`config.mk`:
```
export PLATFORM = sky130hd
export DESIGN_NAME = eth_rx_fcs_check
export DESIGN_NICKNAME = d
export VERILOG_FILES = /design/src/rtl/eth_rx_fcs_check.sv
export SDC_FILE = /design/constraint.sdc
export NUM_CORES = 1
export LEC_CHECK = 0
export ABC_CLOCK_PERIOD_IN_PS = 7500
export CORE_ASPECT_RATIO = 1.2
export CORE_UTILIZATION = 50
export DETAILED_ROUTE_END_ITERATION = 7
export HOLD_SLACK_MARGIN = 0.05
export PLACE_DENSITY = 0.78
export SETUP_SLACK_MARGIN = 0.05
export SYNTH_ARGS = -nofsm -noshare
export SYNTH_HDL_FRONTEND = slang
export SYNTH_SLANG_ARGS = --single-unit
```
`constraint.sdc`:
```
create_clock -name clk -period 7.5 [get_ports clk]
set_input_delay 1.5 -clock clk [delete_from_list [all_inputs] [get_ports clk]]
set_output_delay 1.5 -clock clk [all_outputs]
set_load 0.03 [all_outputs]
```
`src/rtl/eth_rx_fcs_check.sv`:
```
// Receive-side FCS checker: runs the IEEE 802.3 CRC-32 over every byte of a
// frame (FCS included), holds the last four bytes back so the FCS is never
// forwarded, and emits one status record per frame.
module eth_rx_fcs_check #(
    parameter int MIN_LEN = 64,
    parameter int MAX_LEN = 1522,
    parameter int LEN_W   = 16
) (
    input  logic             clk,
    input  logic             rst,
    input  logic [7:0]       rx_data,
    input  logic             rx_valid,
    input  logic             rx_last,
    input  logic             rx_err,
    output logic [7:0]       m_data,
    output logic             m_valid,
    output logic             m_last,
    output logic             m_bad,
    output logic             stat_valid,
    output logic             stat_crc_err,
    output logic             stat_runt,
    output logic             stat_oversize,
    output logic             stat_phy_err,
    output logic [LEN_W-1:0] stat_len
);

    localparam logic [31:0] CRC_POLY    = 32'h04C11DB7;
    localparam logic [31:0] CRC_INIT    = 32'hFFFFFFFF;
    localparam logic [31:0] CRC_RESIDUE = 32'hC704DD7B;

    typedef enum logic [1:0] {
        IDLE,
        FILL,
        PASS
    } state_t;

    state_t             state_q, state_d;
    logic [31:0]        crc_q, crc_d;
    logic [LEN_W-1:0]   len_q, len_d;
    logic               phy_q, phy_d;
    logic [31:0]        dly_q, dly_d;

    logic               frame_start;
    logic [31:0]        crc_base, crc_next;
    logic [LEN_W-1:0]   len_base, len_next;
    logic               phy_next;
    logic               fwd;
    logic               frame_done;
    logic               crc_err, runt, oversize;

    logic [7:0]         m_data_q;
    logic               m_valid_q, m_last_q, m_bad_q;
    logic               stat_valid_q, stat_crc_err_q, stat_runt_q;
    logic               stat_oversize_q, stat_phy_err_q;
    logic [LEN_W-1:0]   stat_len_q;

    // Bit-serial CRC step over one byte, bit 0 first as it appears on the wire.
    function automatic logic [31:0] crc_byte(input logic [31:0] crc, input logic [7:0] d);
        logic [31:0] c;
        logic        fb;
        c = crc;
        for (int i = 0; i < 8; i++) begin
            fb = c[31] ^ d[i];
            c  = {c[30:0], 1'b0};
            if (fb) begin
                c = c ^ CRC_POLY;
            end
        end
        return c;
    endfunction

    // Per-byte datapath values; a byte seen in IDLE starts a fresh frame so the
    // CRC, length and PHY-error accumulators restart without losing that byte.
    always_comb begin
        frame_start = (state_q == IDLE);
        crc_base    = frame_start ? CRC_INIT : crc_q;
        len_base    = frame_start ? '0 : len_q;
        crc_next    = crc_byte(crc_base, rx_data);
        len_next    = (len_base == '1) ? len_base : len_base + 1'b1;
        phy_next    = (frame_start ? 1'b0 : phy_q) | rx_err;
        fwd         = rx_valid && (state_q == PASS);
        frame_done  = rx_valid && rx_last;
        crc_err     = (crc_next != CRC_RESIDUE);
        runt        = (len_next < LEN_W'(MIN_LEN));
        oversize    = (len_next > LEN_W'(MAX_LEN));
    end

    // Next-state logic: fill the 4-byte hold, then forward one byte per input
    // byte; the final byte of a frame always returns to IDLE.
    always_comb begin
        state_d = state_q;
        crc_d   = crc_q;
        len_d   = len_q;
        phy_d   = phy_q;
        dly_d   = dly_q;
        if (rx_valid) begin
            crc_d = crc_next;
            len_d = len_next;
            phy_d = phy_next;
            dly_d = {dly_q[23:0], rx_data};
            case (state_q)
                IDLE:    state_d = FILL;
                FILL:    state_d = (len_next == LEN_W'(4)) ? PASS : FILL;
                PASS:    state_d = PASS;
                default: state_d = IDLE;
            endcase
            if (rx_last) begin
                state_d = IDLE;
            end
        end
    end

    // Frame state, CRC, length and delay line registers.
    always_ff @(posedge clk or posedge rst) begin
        if (rst) begin
            state_q <= IDLE;
            crc_q   <= CRC_INIT;
            len_q   <= '0;
            phy_q   <= 1'b0;
            dly_q   <= '0;
        end else begin
            state_q <= state_d;
            crc_q   <= crc_d;
            len_q   <= len_d;
            phy_q   <= phy_d;
            dly_q   <= dly_d;
        end
    end

    // Registered output stage; status flags only change when a frame ends.
    always_ff @(posedge clk or posedge rst) begin
        if (rst) begin
            m_data_q        <= '0;
            m_valid_q       <= 1'b0;
            m_last_q        <= 1'b0;
            m_bad_q         <= 1'b0;
            stat_valid_q    <= 1'b0;
            stat_crc_err_q  <= 1'b0;
            stat_runt_q     <= 1'b0;
            stat_oversize_q <= 1'b0;
            stat_phy_err_q  <= 1'b0;
            stat_len_q      <= '0;
        end else begin
            m_valid_q    <= fwd;
            m_data_q     <= fwd ? dly_q[31:24] : '0;
            m_last_q     <= fwd && rx_last;
            m_bad_q      <= fwd && rx_last && (crc_err || runt || oversize || phy_next);
            stat_valid_q <= frame_done;
            if (frame_done) begin
                stat_crc_err_q  <= crc_err;
                stat_runt_q     <= runt;
                stat_oversize_q <= oversize;
                stat_phy_err_q  <= phy_next;
                stat_len_q      <= len_next;
            end
        end
    end

    assign m_data        = m_data_q;
    assign m_valid       = m_valid_q;
    assign m_last        = m_last_q;
    assign m_bad         = m_bad_q;
    assign stat_valid    = stat_valid_q;
    assign stat_crc_err  = stat_crc_err_q;
    assign stat_runt     = stat_runt_q;
    assign stat_oversize = stat_oversize_q;
    assign stat_phy_err  = stat_phy_err_q;
    assign stat_len      = stat_len_q;

endmodule

```
Word level (Yosys, flattened, before mapping)
Index checks and enable logic that the tools add are counted.

word-level totals
  logic and storage cells = 64
  bits in registers = 115
  bits of input ports = 13

operators by class
  add/subtract/negate cells = 1
  equality and inequality tests = 5
  order comparisons = 2
  bitwise operators = 17
  reductions and logical operators = 8
  multiplexer cells = 16

operator list
  operator                                                                            count
  27-bit 2-to-1 mux                                                                   8
  14-bit inverter                                                                     8
  16-bit 2-to-1 mux                                                                   2
  32-bit 2-to-1 mux                                                                   1
  32-bit != test (second input constant)                                              1
  16-bit by 1-bit adder with 16-bit output (second input constant)                    1
  16-bit == test (second input constant)                                              1
  16-bit by 3-bit == test with 1-bit output (second input constant)                   1
  16-bit by 11-bit greater-than comparator with 1-bit output (second input constant)  1
  16-bit by 7-bit < comparator with 1-bit output (second input constant)              1
  8-bit 2-to-1 mux                                                                    1
  1-bit bitwise XOR                                                                   8
  2-bit one-hot mux with 3 select lines                                               1
  1-bit logical AND                                                                   4
  2-bit 2-to-1 mux                                                                    2
  1-bit logical OR                                                                    3
  2-bit by 1-bit == test with 1-bit output (second input constant)                    1
  2-bit == test (second input constant)                                               1
  2-bit zero test                                                                     1
  1-bit 2-to-1 mux                                                                    1
  1-bit OR                                                                            1

Depth between registers and ports, before layout
  depth after elaboration = 23
  gate-level depth with buffers = 18

Least setup slack after synthesis
OpenSTA, ideal clock, no wires.

  path kind = register -> register
  start = register state_q[0]
  end = register m_bad_q (netlist: m_bad)
  slack = 3.403 ns
  library setup time = 0.132 ns
  arrival = 3.965 ns
  path buffers = 5
  stages on the path, launching flop included = 18
  path through = dfrtp_1 > buf_4 > or2_1 > buf_2 > clkbuf_1 > clkbuf_1 > buf_1 > nand2_1 > inv_1 > ha_1 > o211ai_4 > nor4_1 > mux2i_1 > nand4b_1 > or3_1 > o22a_1 > nor4b_1 > a21boi_1

between the ends
  word-level cells in the longest chain between the ends = 21

RTL lines
  item                                                                                               line  RTL
  from (decl)                                                                                        37    state_t state_q, state_d;
  from (signal assigned)                                                                             122   state_q <= state_d;
  parallel branches: the longest is 20 deep, another holds 16-bit by 1-bit adder with 16-bit output  -
  1-bit logical AND (*)                                                                              147   m_bad_q <= fwd && rx_last && (crc_err || runt || oversize || phy_next);
  to (signal assigned)                                                                               147
  to (decl)                                                                                          52    logic m_valid_q, m_last_q, m_bad_q;

Every way passes the cells marked *.
A chain may end at the register's enable or synchronous reset.

Worst setup path in the final report
  start = input rx_data[0]
  end = register stat_crc_err_q (netlist: stat_crc_err)

between the ends
  word-level cells in the longest chain between the ends = 15

RTL lines
  item                                                            line  RTL
  from (decl)                                                     11    input logic [7:0] rx_data,
  1-bit bitwise XOR (*)                                           63    fb = c[31] ^ d[i];
  27-bit 2-to-1 mux (*)                                           65    if (fb) begin
  14-bit inverter (no line) or 27-bit 2-to-1 mux (tied branches)  -
  27-bit 2-to-1 mux or 14-bit inverter (tied branches)            -
  14-bit inverter (no line) or 27-bit 2-to-1 mux (tied branches)  -
  27-bit 2-to-1 mux or 14-bit inverter (tied branches)            -
  27-bit 2-to-1 mux                                               65
  14-bit inverter (no line) or 27-bit 2-to-1 mux (tied branches)  -
  27-bit 2-to-1 mux or 14-bit inverter (tied branches)            -
  14-bit inverter (no line) or 27-bit 2-to-1 mux (tied branches)  -
  27-bit 2-to-1 mux or 14-bit inverter (tied branches)            -
  27-bit 2-to-1 mux                                               65
  14-bit inverter (no line)                                       -
  27-bit 2-to-1 mux                                               65
  32-bit != test (*)                                              83    crc_err = (crc_next != CRC_RESIDUE);
  to (signal assigned)                                            150   stat_crc_err_q <= crc_err;
  to (decl)                                                       53    logic stat_valid_q, stat_crc_err_q, stat_runt_q;

Every way passes the cells marked *; elsewhere a longest branch is shown, timed or not.

==> results.json <==
{
  "outcome": "completed",
  "wl_per_cell_um": 17.6,
  "slowest_delay_ps": 740,
  "hold_viol_final": 0,
  "row_count": 46,
  "setup_viol": 0,
  "ys_seq_area_share_pct": 42.4,
  "period_needed_ps": 4440,
  "drt-total-wl_um": 15500,
  "p_leak_nw": 3.25,
  "hold-worst-slack_ps": 471,
  "clock_path_buffers": 2,
  "pre_cts_slack_ps": 2760,
  "ys_types": 80,
  "p_per_area_nw_per_um2": 359,
  "fin_crit_sh_pct": 59.2,
  "place.gp.congestion": 0.971,
  "diodes": 0,
  "io_pins": 45,
  "syn_to_final_growth_pct": 15.0,
  "track_usage_pct": 23.3,
  "io_buffers": 44,
  "crit_arrival_ps": 4730,
  "antenna_left": 0,
  "cpMaxStageDelayCell": "clkdlybuf4s50_1",
  "grt_pass1_vias": 5049,
  "timing.max_cap.violations": 0,
  "drc": 0,
  "total_power_w": 0.00285,
  "die_w_um": 109,
  "crit_type": "input port to register",
  "cp.required_ps": 7790,
  "cts_tree": "yes",
  "synthFlopType": "dfrtp_1",
  "fin_skew_ps": 5.78,
  "syn_area_per_cell_um2": 10.1,
  "vias": 5127,
  "via_per_inst": 5.82,
  "die_y_um": 131,
  "dr.pass1.iters": 5,
  "path_common_cell": "nand2_1",
  "cts_hold_buf": 0,
  "worst_pin_slew_ps": 809,
  "slew_violations": 0,
  "drive_above_1_share_pct": 20.5,
  "endpoint_kind": "register",
  "clkLatencyLatePin_ps": 420,
  "placeableCoreArea_um2": 13400,
  "synth_cells": 682,
  "synthArstFlopShare_pct": 100,
  "layout.cells.non_filler": 881,
  "rsz0062_at_grt": "no",
  "die-area_um2": 14200,
  "cts_made_buffers": 17,
  "cts.repair.resized": 0,
  "crit_fanout": 9,
  "place_hpwl_um": 10800,
  "antenna_found_initial": 0,
  "synth_fp_nets": 697,
  "final_net_count": 715,
  "vdd_drop_max_v": 0.000234,
  "grt_max_degree": 73,
  "htree_levels": 4,
  "grt_remaining_overflow": 0,
  "layout_commonest_cell": "dfrtp_1",
  "start_util_pct": 51.6,
  "first_iter_violations": 384,
  "worst_slack_ps": 3060,
  "syn-cell-area_um2": 6890,
  "cp-start-kind": "input port",
  "layout_common_cells": "83 x dfrtp_1, 68 x xnor2_1, 56 x mux2_2, 56 x nor2_1, 55 x nand2_1",
  "grt_pass1_wl_um": 25300,
  "hold_class": "register to register",
  "max_freq_mhz": 225,
  "setup_tns_ps": 0,
  "root_buffer": "clkbuf_16",
  "place_inst": 849,
  "path_clk_slew_ps": 50,
  "cts_setup_buffers": 0,
  "yosys_register_bits": 115,
  "synth_edf_count": 0,
  "ys_warn_count": 0,
  "relSlewSlack_pct": 45.6,
  "clock-sinks": 115,
  "worstPathCellList": "clkdlybuf4s50_1 -> xor2_1 -> nand3_2 -> nand2_1 -> ha_1 -> nand2_1 -> nor3_1 -> o2111ai_1 -> nor4_1 -> or4b_1 -> nor4_2 -> o21ai_0"
}
==> kinds of logic after synthesis <==
| group | synth area share (%) |
|---|---|
| and+or+nand+nor | 16.1 |
| AOI/OAI and AO/OA | 12.2 |
| DFF | 42.4 |
| xor gates and xnor gates | 14.7 |
| muxes | 10.3 |
| buffers and inverters | 3.87 |
| adders and majority gates | 0.363 |
==> through the flow <==
stage | util [%] | cell area [um^2]
floorplan | - | 6890
CTS | 59.3 | 7920
global route | 59.3 | 7920
detailed placement | 55.0 | 7350
global placement | 55.0 | 7350
finish | 59.3 | 7920
==> power by group <==
group | total, W | switching, W | internal [W]
Sequential | 0.000978 | 0.000157 | 0.000821
Combinational | 0.00109 | 0.000569 | 0.000522
Clock | 0.000777 | 0.000290 | 0.000487
==> critical path, delay by kind of cell <==
family	cells	cell delay, ps
fa+ha+maj	1	210
simple gates	7	1740
buf+inv	1	740
compound gates	2	260
xor+xnor	1	270
==> synth_stat cells (3+ instances only) <==
cell	count	share of area, %
dfstp_2	32	12
and2_1	16	1.5
a221o_1	3	0.44
clkbuf_2	3	0.22
a31oi_1	4	0.36
buf_1	3	0.16
nand4_1	6	0.55
o211ai_1	4	0.44
buf_2	12	0.87
nand4b_1	3	0.38
or2_2	3	0.27
inv_1	8	0.44
clkbuf_1	29	1.6
mux2_2	56	9.2
or3_1	7	0.64
nand2_1	55	3.0
o31ai_1	5	0.55
a211oi_1	4	0.44
o21bai_1	3	0.33
nor2_1	56	3.1
and3_1	7	0.64
o21ai_0	32	2.3
nand3b_1	3	0.33
xnor3_1	3	0.98
dfrtp_1	83	30
nand3_1	14	1.0
xnor2_1	68	8.6
a211o_1	3	0.38
a21oi_1	33	2.4
xor2_1	32	4.1
mux2i_1	8	1.2
nor3b_1	7	0.76
nor3_1	9	0.65
nor4_1	4	0.36
==> final timing paths <==
| path | startpoint | depth (start not counted) | end | slack [ps] |
|---|---|---|---|---|
| min | stat_len[3] | 2 | stat_len[3] | 470 |
| min reg2reg | stat_len[3] | 2 | stat_len[3] | 470 |
| max reg2reg | state_q[1] | 12 | state_q[0] | 3430 |
| max in group asynchronous | rst | 3 | dly_q[8] | 4750 |
| min in group asynchronous | rst | 2 | stat_len[0] | 1560 |
| max | rx_data[0] | 12 | stat_crc_err | 3060 |
==> registers in the layout (all words and copies together), names as in the netlist <==
signal / cells
m_valid: 1
m_bad: 1
phy_q: 1
crc_q: 32
dly_q: 32
stat_runt: 1
state_q: 2
stat_valid: 1
m_data: 8
m_last: 1
stat_phy_err: 1
len_q: 16
stat_oversize: 1
stat_crc_err: 1
stat_len: 16
==> metal layers <==
metal	share of wire, %	GRT usage (%)	vias to the layer above
met5	0	0	-
li1	-	-	2424
met2	51	38.8	158
met1	42	28.3	2513
met3	5.0	6.30	32
met4	2.3	10.3	0
==> layout make-up <==
type | instances | area (um^2)
fillers | 1109 | 5440
multi-input cells | 507 | 3700
flip-flops and latches | 115 | 2920
repair buffers | 50 | 483
clock buffers | 19 | 433
well taps | 168 | 210
clock inverters | 13 | 136
inverters | 9 | 36.3
Power figures use the tool's default switching activity.
